File: src/rtl/fp_issue_stage.sv
// FP issue stage: holds one decoded FP instruction, resolves its operands
// from register status / ROB / RF, and dispatches to ROB and RS together.
module fp_issue_stage #(
  parameter int unsigned REG_NUM     = 32,
  parameter int unsigned FLEN        = 64,
  parameter int unsigned STALL_CNT_W = 16,
  parameter type         rob_idx_t   = logic [5:0],
  localparam int unsigned RegIdxLen  = $clog2(REG_NUM)
) (
  input  logic                   clk_i,
  input  logic                   rst_ni,
  input  logic                   flush_i,

  input  logic                   instr_valid_i,
  output logic                   instr_ready_o,
  input  logic [7:0]             instr_op_i,
  input  logic [RegIdxLen-1:0]   instr_rd_idx_i,
  input  logic [RegIdxLen-1:0]   instr_rs1_idx_i,
  input  logic [RegIdxLen-1:0]   instr_rs2_idx_i,
  input  logic [RegIdxLen-1:0]   instr_rs3_idx_i,

  output logic                   regstat_valid_o,
  output logic [RegIdxLen-1:0]   regstat_rd_idx_o,
  output logic [RegIdxLen-1:0]   regstat_rs1_idx_o,
  output logic [RegIdxLen-1:0]   regstat_rs2_idx_o,
  output logic [RegIdxLen-1:0]   regstat_rs3_idx_o,
  output rob_idx_t               regstat_rob_idx_o,
  input  logic                   regstat_rs1_busy_i,
  input  logic                   regstat_rs2_busy_i,
  input  logic                   regstat_rs3_busy_i,
  input  rob_idx_t               regstat_rs1_rob_idx_i,
  input  rob_idx_t               regstat_rs2_rob_idx_i,
  input  rob_idx_t               regstat_rs3_rob_idx_i,

  input  logic [FLEN-1:0]        rf_rs1_value_i,
  input  logic [FLEN-1:0]        rf_rs2_value_i,
  input  logic [FLEN-1:0]        rf_rs3_value_i,

  input  logic                   rob_rs1_ready_i,
  input  logic                   rob_rs2_ready_i,
  input  logic                   rob_rs3_ready_i,
  input  logic [FLEN-1:0]        rob_rs1_value_i,
  input  logic [FLEN-1:0]        rob_rs2_value_i,
  input  logic [FLEN-1:0]        rob_rs3_value_i,
  input  logic                   rob_ready_i,
  input  rob_idx_t               rob_tail_idx_i,
  output logic                   rob_valid_o,

  output logic                   rs_valid_o,
  input  logic                   rs_ready_i,
  output logic [7:0]             rs_op_o,
  output rob_idx_t               rs_rob_idx_o,
  output logic                   rs_rs1_ready_o,
  output logic                   rs_rs2_ready_o,
  output logic                   rs_rs3_ready_o,
  output rob_idx_t               rs_rs1_rob_idx_o,
  output rob_idx_t               rs_rs2_rob_idx_o,
  output rob_idx_t               rs_rs3_rob_idx_o,
  output logic [FLEN-1:0]        rs_rs1_value_o,
  output logic [FLEN-1:0]        rs_rs2_value_o,
  output logic [FLEN-1:0]        rs_rs3_value_o,

  output logic [STALL_CNT_W-1:0] stall_cnt_o
);

  typedef enum logic {
    EMPTY,
    HELD
  } state_e;

  typedef struct packed {
    logic [7:0]           op;
    logic [RegIdxLen-1:0] rd;
    logic [RegIdxLen-1:0] rs1;
    logic [RegIdxLen-1:0] rs2;
    logic [RegIdxLen-1:0] rs3;
  } issue_t;

  state_e                 state_q;
  issue_t                 issue_q;
  issue_t                 issue_d;
  logic [STALL_CNT_W-1:0] stall_q;
  logic                   held;
  logic                   fire;
  logic                   accept;

  assign held   = (state_q == HELD);
  assign fire   = held & rs_ready_i & rob_ready_i & ~flush_i;
  assign accept = instr_valid_i & instr_ready_o;

  assign instr_ready_o = ~flush_i & (~held | fire);

  assign issue_d = '{
    op:  instr_op_i,
    rd:  instr_rd_idx_i,
    rs1: instr_rs1_idx_i,
    rs2: instr_rs2_idx_i,
    rs3: instr_rs3_idx_i
  };

  always_ff @(posedge clk_i or negedge rst_ni) begin
    if (!rst_ni) begin
      state_q <= EMPTY;
      issue_q <= '0;
      stall_q <= '0;
    end else begin
      if (held && !fire && stall_q != '1) begin
        stall_q <= stall_q + 1'b1;
      end
      if (accept) begin
        issue_q <= issue_d;
      end
      if (flush_i) begin
        state_q <= EMPTY;
      end else if (accept) begin
        state_q <= HELD;
      end else if (fire) begin
        state_q <= EMPTY;
      end
    end
  end

  assign stall_cnt_o = stall_q;

  // ROB and RS each see valid only when the other side can also take it
  assign rs_valid_o      = held & rob_ready_i;
  assign rob_valid_o     = held & rs_ready_i;
  assign regstat_valid_o = fire;

  assign rs_op_o           = issue_q.op;
  assign regstat_rd_idx_o  = issue_q.rd;
  assign regstat_rs1_idx_o = issue_q.rs1;
  assign regstat_rs2_idx_o = issue_q.rs2;
  assign regstat_rs3_idx_o = issue_q.rs3;

  assign rs_rob_idx_o      = rob_tail_idx_i;
  assign regstat_rob_idx_o = rob_tail_idx_i;

  assign rs_rs1_rob_idx_o = regstat_rs1_rob_idx_i;
  assign rs_rs2_rob_idx_o = regstat_rs2_rob_idx_i;
  assign rs_rs3_rob_idx_o = regstat_rs3_rob_idx_i;

  function automatic logic [FLEN:0] resolve(
    input logic            busy,
    input logic            rob_rdy,
    input logic [FLEN-1:0] rf_val,
    input logic [FLEN-1:0] rob_val
  );
    logic [FLEN:0] r;
    r = '0;
    if (!busy) begin
      r = {1'b1, rf_val};
    end else if (rob_rdy) begin
      r = {1'b1, rob_val};
    end
    return r;
  endfunction

  assign {rs_rs1_ready_o, rs_rs1_value_o} = resolve(
    regstat_rs1_busy_i, rob_rs1_ready_i,
    rf_rs1_value_i, rob_rs1_value_i);

  assign {rs_rs2_ready_o, rs_rs2_value_o} = resolve(
    regstat_rs2_busy_i, rob_rs2_ready_i,
    rf_rs2_value_i, rob_rs2_value_i);

  assign {rs_rs3_ready_o, rs_rs3_value_o} = resolve(
    regstat_rs3_busy_i, rob_rs3_ready_i,
    rf_rs3_value_i, rob_rs3_value_i);

endmodule
File: config.mk
export PLATFORM = sky130hd
export DESIGN_NAME = fp_issue_stage
export DESIGN_NICKNAME = d
export VERILOG_FILES = /design/src/rtl/fp_issue_stage.sv
export SDC_FILE = /design/constraint.sdc
export NUM_CORES = 1
export LEC_CHECK = 0
export ABC_CLOCK_PERIOD_IN_PS = 4750
export CORE_AREA = 2 2 280 282
export CTS_BUF_LIST = sky130_fd_sc_hd__clkbuf_16
export DETAILED_ROUTE_END_ITERATION = 10
export DIE_AREA = 0 0 282 284
export PLACE_DENSITY_LB_ADDON = 0.15
export RECOVER_POWER = 25
export REMOVE_ABC_BUFFERS = 1
export SLEW_MARGIN = 20
export SYNTH_ARGS = -nofsm -noshare
export SYNTH_HDL_FRONTEND = slang
export SYNTH_SLANG_ARGS = --single-unit
export TNS_END_PERCENT = 10
File: constraint.sdc
create_clock -name clk_i -period 4.75 [get_ports clk_i]
set_input_delay 0.7125 -clock clk_i [delete_from_list [all_inputs] [get_ports clk_i]]
set_output_delay 0.7125 -clock clk_i [all_outputs]
set_load 0.005 [all_outputs]
==> metrics.md <==
| Metric | Value |
|---|---|
| Outcome | finished with violations |
| Failing checks | max-capacitance violations, max-slew violations |
| Final Hold Viols | 0 |
| RSZ-0062 raised after global routing | false |
| Hold-fix buffers at CTS | 0 |
| Comb pwr share | 0.561 |
| Area delta synth->final | 162% |
| Met1 GRT Util | 0.121 |
| GRT Residual Overflow | 0 |
| Post-synth cell types | 35 |
| Worst Skew | 0.00475 ns |
| Min-Delay Path Class | reg2reg |
| DRT antenna net count | 0 |
| Slowest cell on crit path | clkdlybuf4s50_1 |
| Max clock buf depth | 2 |
| Total GRT Usage | 0.105 |
| Setup total negative slack | 0 ns |
| Syn Area/Cell | 6.04 µm² |
| Sequential Power Share | 0.262 |
| FP Rows | 102 |
| Die width | 282 µm |
| Least-Margin Pin Slew | 2.68 ns |
| Placed instance area | 12500 µm² |
| Critical Path RT | 4.04 ns |
| H-tree depth | 2 |
| # resized after CTS | 0 |
| CTS tree | built |
| CP Cell Sequence | buf_2 -> and2_2 -> buf_4 -> nand2_1 -> o21ai_0 -> clkdlybuf4s50_1 |
| Max VDD drop | 0.000134 V |
| Initial antenna violation count | 8 |
| Clock Sinks | 45 |
| Max FO, Critical Path | 30 |
| Clk pwr share | 0.177 |
| Synthesized area | 4820 µm² |
| CTS buffer count | 5 |
| FFs w/ async S/R, synth | 1.00 |
| Initial core utilization | 0.0626 |
| Critical Path Source Type | input pin |
| Clock root cell | clkbuf_16 |
| Family with the most delay on the worst path | buffers and inverters |
| Port Buf Inserts | 666 |
| Clock-pin slew on the worst setup and hold paths | 0.07 ns |
| Minimum clock period after layout | 3.61 ns |
| Slew headroom | -0.785 |
| Number of global-route vias before repair | 7624 |
| Hold slack | 0.483 ns |
| Most used flip-flop cell after synthesis | dfrtp_1 |
| Fin worst setup slack | 1.14 ns |
| Pint | 1.36 mW |
| WL per Instance | 18.4 µm |
| Iteration-0 DRC Markers | 172 |
| Fillers | 8778 |
| Met3 usage | 0.0537 |
| Chip height | 284 µm |
| Full die area | 80100 µm² |
| Grt met2 use | 0.181 |
| NumNets Final | 1859 |
| Fin area | 12600 µm² |
| WP data arrival | 2.90 ns |
| Power per cell area | 157 nW/µm² |
| Pre-CTS WS | 0.931 ns |
| Max-cap violation count | 1 |
| Crit path buffers/inverters | 3 |
| Busiest grt layer | met2 |
| Switching fraction of total power | 0.311 |
| Global-route wire length before repair | 59800 µm |
| Final slew viol count | 46 |
| DR DRC count | 0 |
| Final HPWL DP | 39700 µm |
| Drt pass-1 iters | 4 |
| Tcrit/Tclk final | 0.761 |
| Largest stage delay on the critical path | 0.70 ns |
| P_sw | 0.613 mW |
| # IOs | 721 |
| RD Place Congestion | 0.889 |
| Setup crit end kind | output port |
| Postcts setup bufs | 0 |
| Share of post-route cells with drive strength above 1 | 0.0333 |
| Synth Register Bits | 45 |
| Vias | 7420 |
| Leakage | 5.18 nW |
| Sequential element share of the synthesized area | 0.234 |
| Final number of setup-violating endpoints | 0 |
| Setup CP Type | in2out |
| Peak Freq | 0.277 GHz |
| Core box area | 77000 µm² |
| Pin count of the biggest net entering global routing | 67 |
| YS warnings | 0 |
| Post-synth EDFFs | 0 |
| DRT Wirelength | 45200 µm |
| Vias/cell | 3.02 |
| Worst skew pair latency | 0.29 ns |
| Synth Instances | 797 |
[layer usage]
layer	routed length (µm)	part of all wire
met1	17700	0.39
met2	21100	0.47
met3	6050	0.13
met4	164	0.0036
met5	109	0.0024
[through the flow]
step / std cells / power, mW / utilization
6_report: 2454 / 1.97 / 0.164
5_1_grt: 2451 / 2.11 / 0.164
4_1_cts: 2451 / 2.03 / 0.164
3_5_place_dp: 2443 / 1.67 / 0.162
3_3_place_gp: 2443 / 1.67 / 0.162
2_1_floorplan: 721 / 0.739 / -
[synth_stat cells (3+ instances only)]
master	instances	area (µm²)
mux2_2	13	146
o21ai_0	192	961
a21oi_1	3	15.0
inv_1	193	724
and4_1	3	26.3
xor2_1	13	114
nor3_1	6	30.0
and2_1	6	37.5
clkbuf_1	21	78.8
nand2_1	196	736
buf_4	33	248
dfrtp_1	45	1130
mux2_1	16	180
nand2b_1	3	18.8
nor2_1	4	15.0
buf_2	21	105
nand3_1	9	45.0
[power groups by stage]
stage / combinational, mW / clock, mW / sequential (mW)
after global routing: 1.20 / 0.380 / 0.528
after CTS: 1.15 / 0.363 / 0.518
after floorplan: 0.223 / 0 / 0.515
after global placement: 1.15 / 0 / 0.522
after detailed placement: 1.14 / 0 / 0.525
final: 1.11 / 0.350 / 0.517
[worst register-to-register path: cells and delay by family (launching register included)]
kind	cells	cell delay [ns]
fa+ha+maj	1	0.30
flops	1	0.47
simple gates	3	0.75
mux	1	0.31
[final cells by class]
type	instances	area, µm²	area share
Tap cell	1040	1300	0.103
Clock buffer	5	125	0.00993
Timing Repair Buffer	682	6780	0.538
Antenna cell	3	7.51	0.000596
Sequential cell	45	1130	0.0894
Clock inverter	3	12.5	0.000993
Multi-Input combinational cell	483	2520	0.200
Inverter	193	724	0.0575
[layout by cell type (no fill, tap or decap), types with 9 or more instances in the layout]
cell / count
clkdlybuf4s50_1: 649
nand2_1: 196
inv_1: 193
o21ai_0: 192
dfrtp_1: 45
mux2_1: 16
dlygate4sd3_1: 14
buf_4: 14
xor2_1: 13
mux2_2: 13
nand3_1: 9
[state kept, by name (all words and copies together), names as in the netlist]
signal / flops
regstat_rs1_idx_o: 5
rs_op_o: 8
regstat_rs2_idx_o: 5
stall_cnt_o: 16
regstat_rd_idx_o: 5
regstat_rs3_idx_o: 5
held: 1
[cell families (layout without fill, tap and decap cells)]
group                      after synthesis  in the layout  share of synthesized area
AOI/OAI and AO/OA                      198            198                      0.207
other                                    0              3                          0
buffers and inverters                  269            883                      0.242
adders and majority gates                1              1                    0.00260
and+or+nand+nor                        241            241                      0.219
DFF                                     45             45                      0.234
xor gates and xnor gates                13             13                     0.0236
muxes                                   30             30                     0.0709
[path summary, 6_finish.rpt]
path                            slack, ns  cells past startpoint             endpoint                 from
worst max-delay path                 1.14                      6   rs_rs3_value_o[41]   regstat_rs3_busy_i
worst min-delay path                 0.48                      1  regstat_rd_idx_o[4]  regstat_rd_idx_o[4]
worst max register to register       2.81                      5       stall_cnt_o[1]       stall_cnt_o[0]
worst min register to register       0.48                      1  regstat_rd_idx_o[4]  regstat_rd_idx_o[4]
max in group asynchronous            1.87                      2      stall_cnt_o[12]               rst_ni
min in group asynchronous            1.36                      2           rs_op_o[6]               rst_ni
No activity file was read; power rests on OpenSTA's default activity.
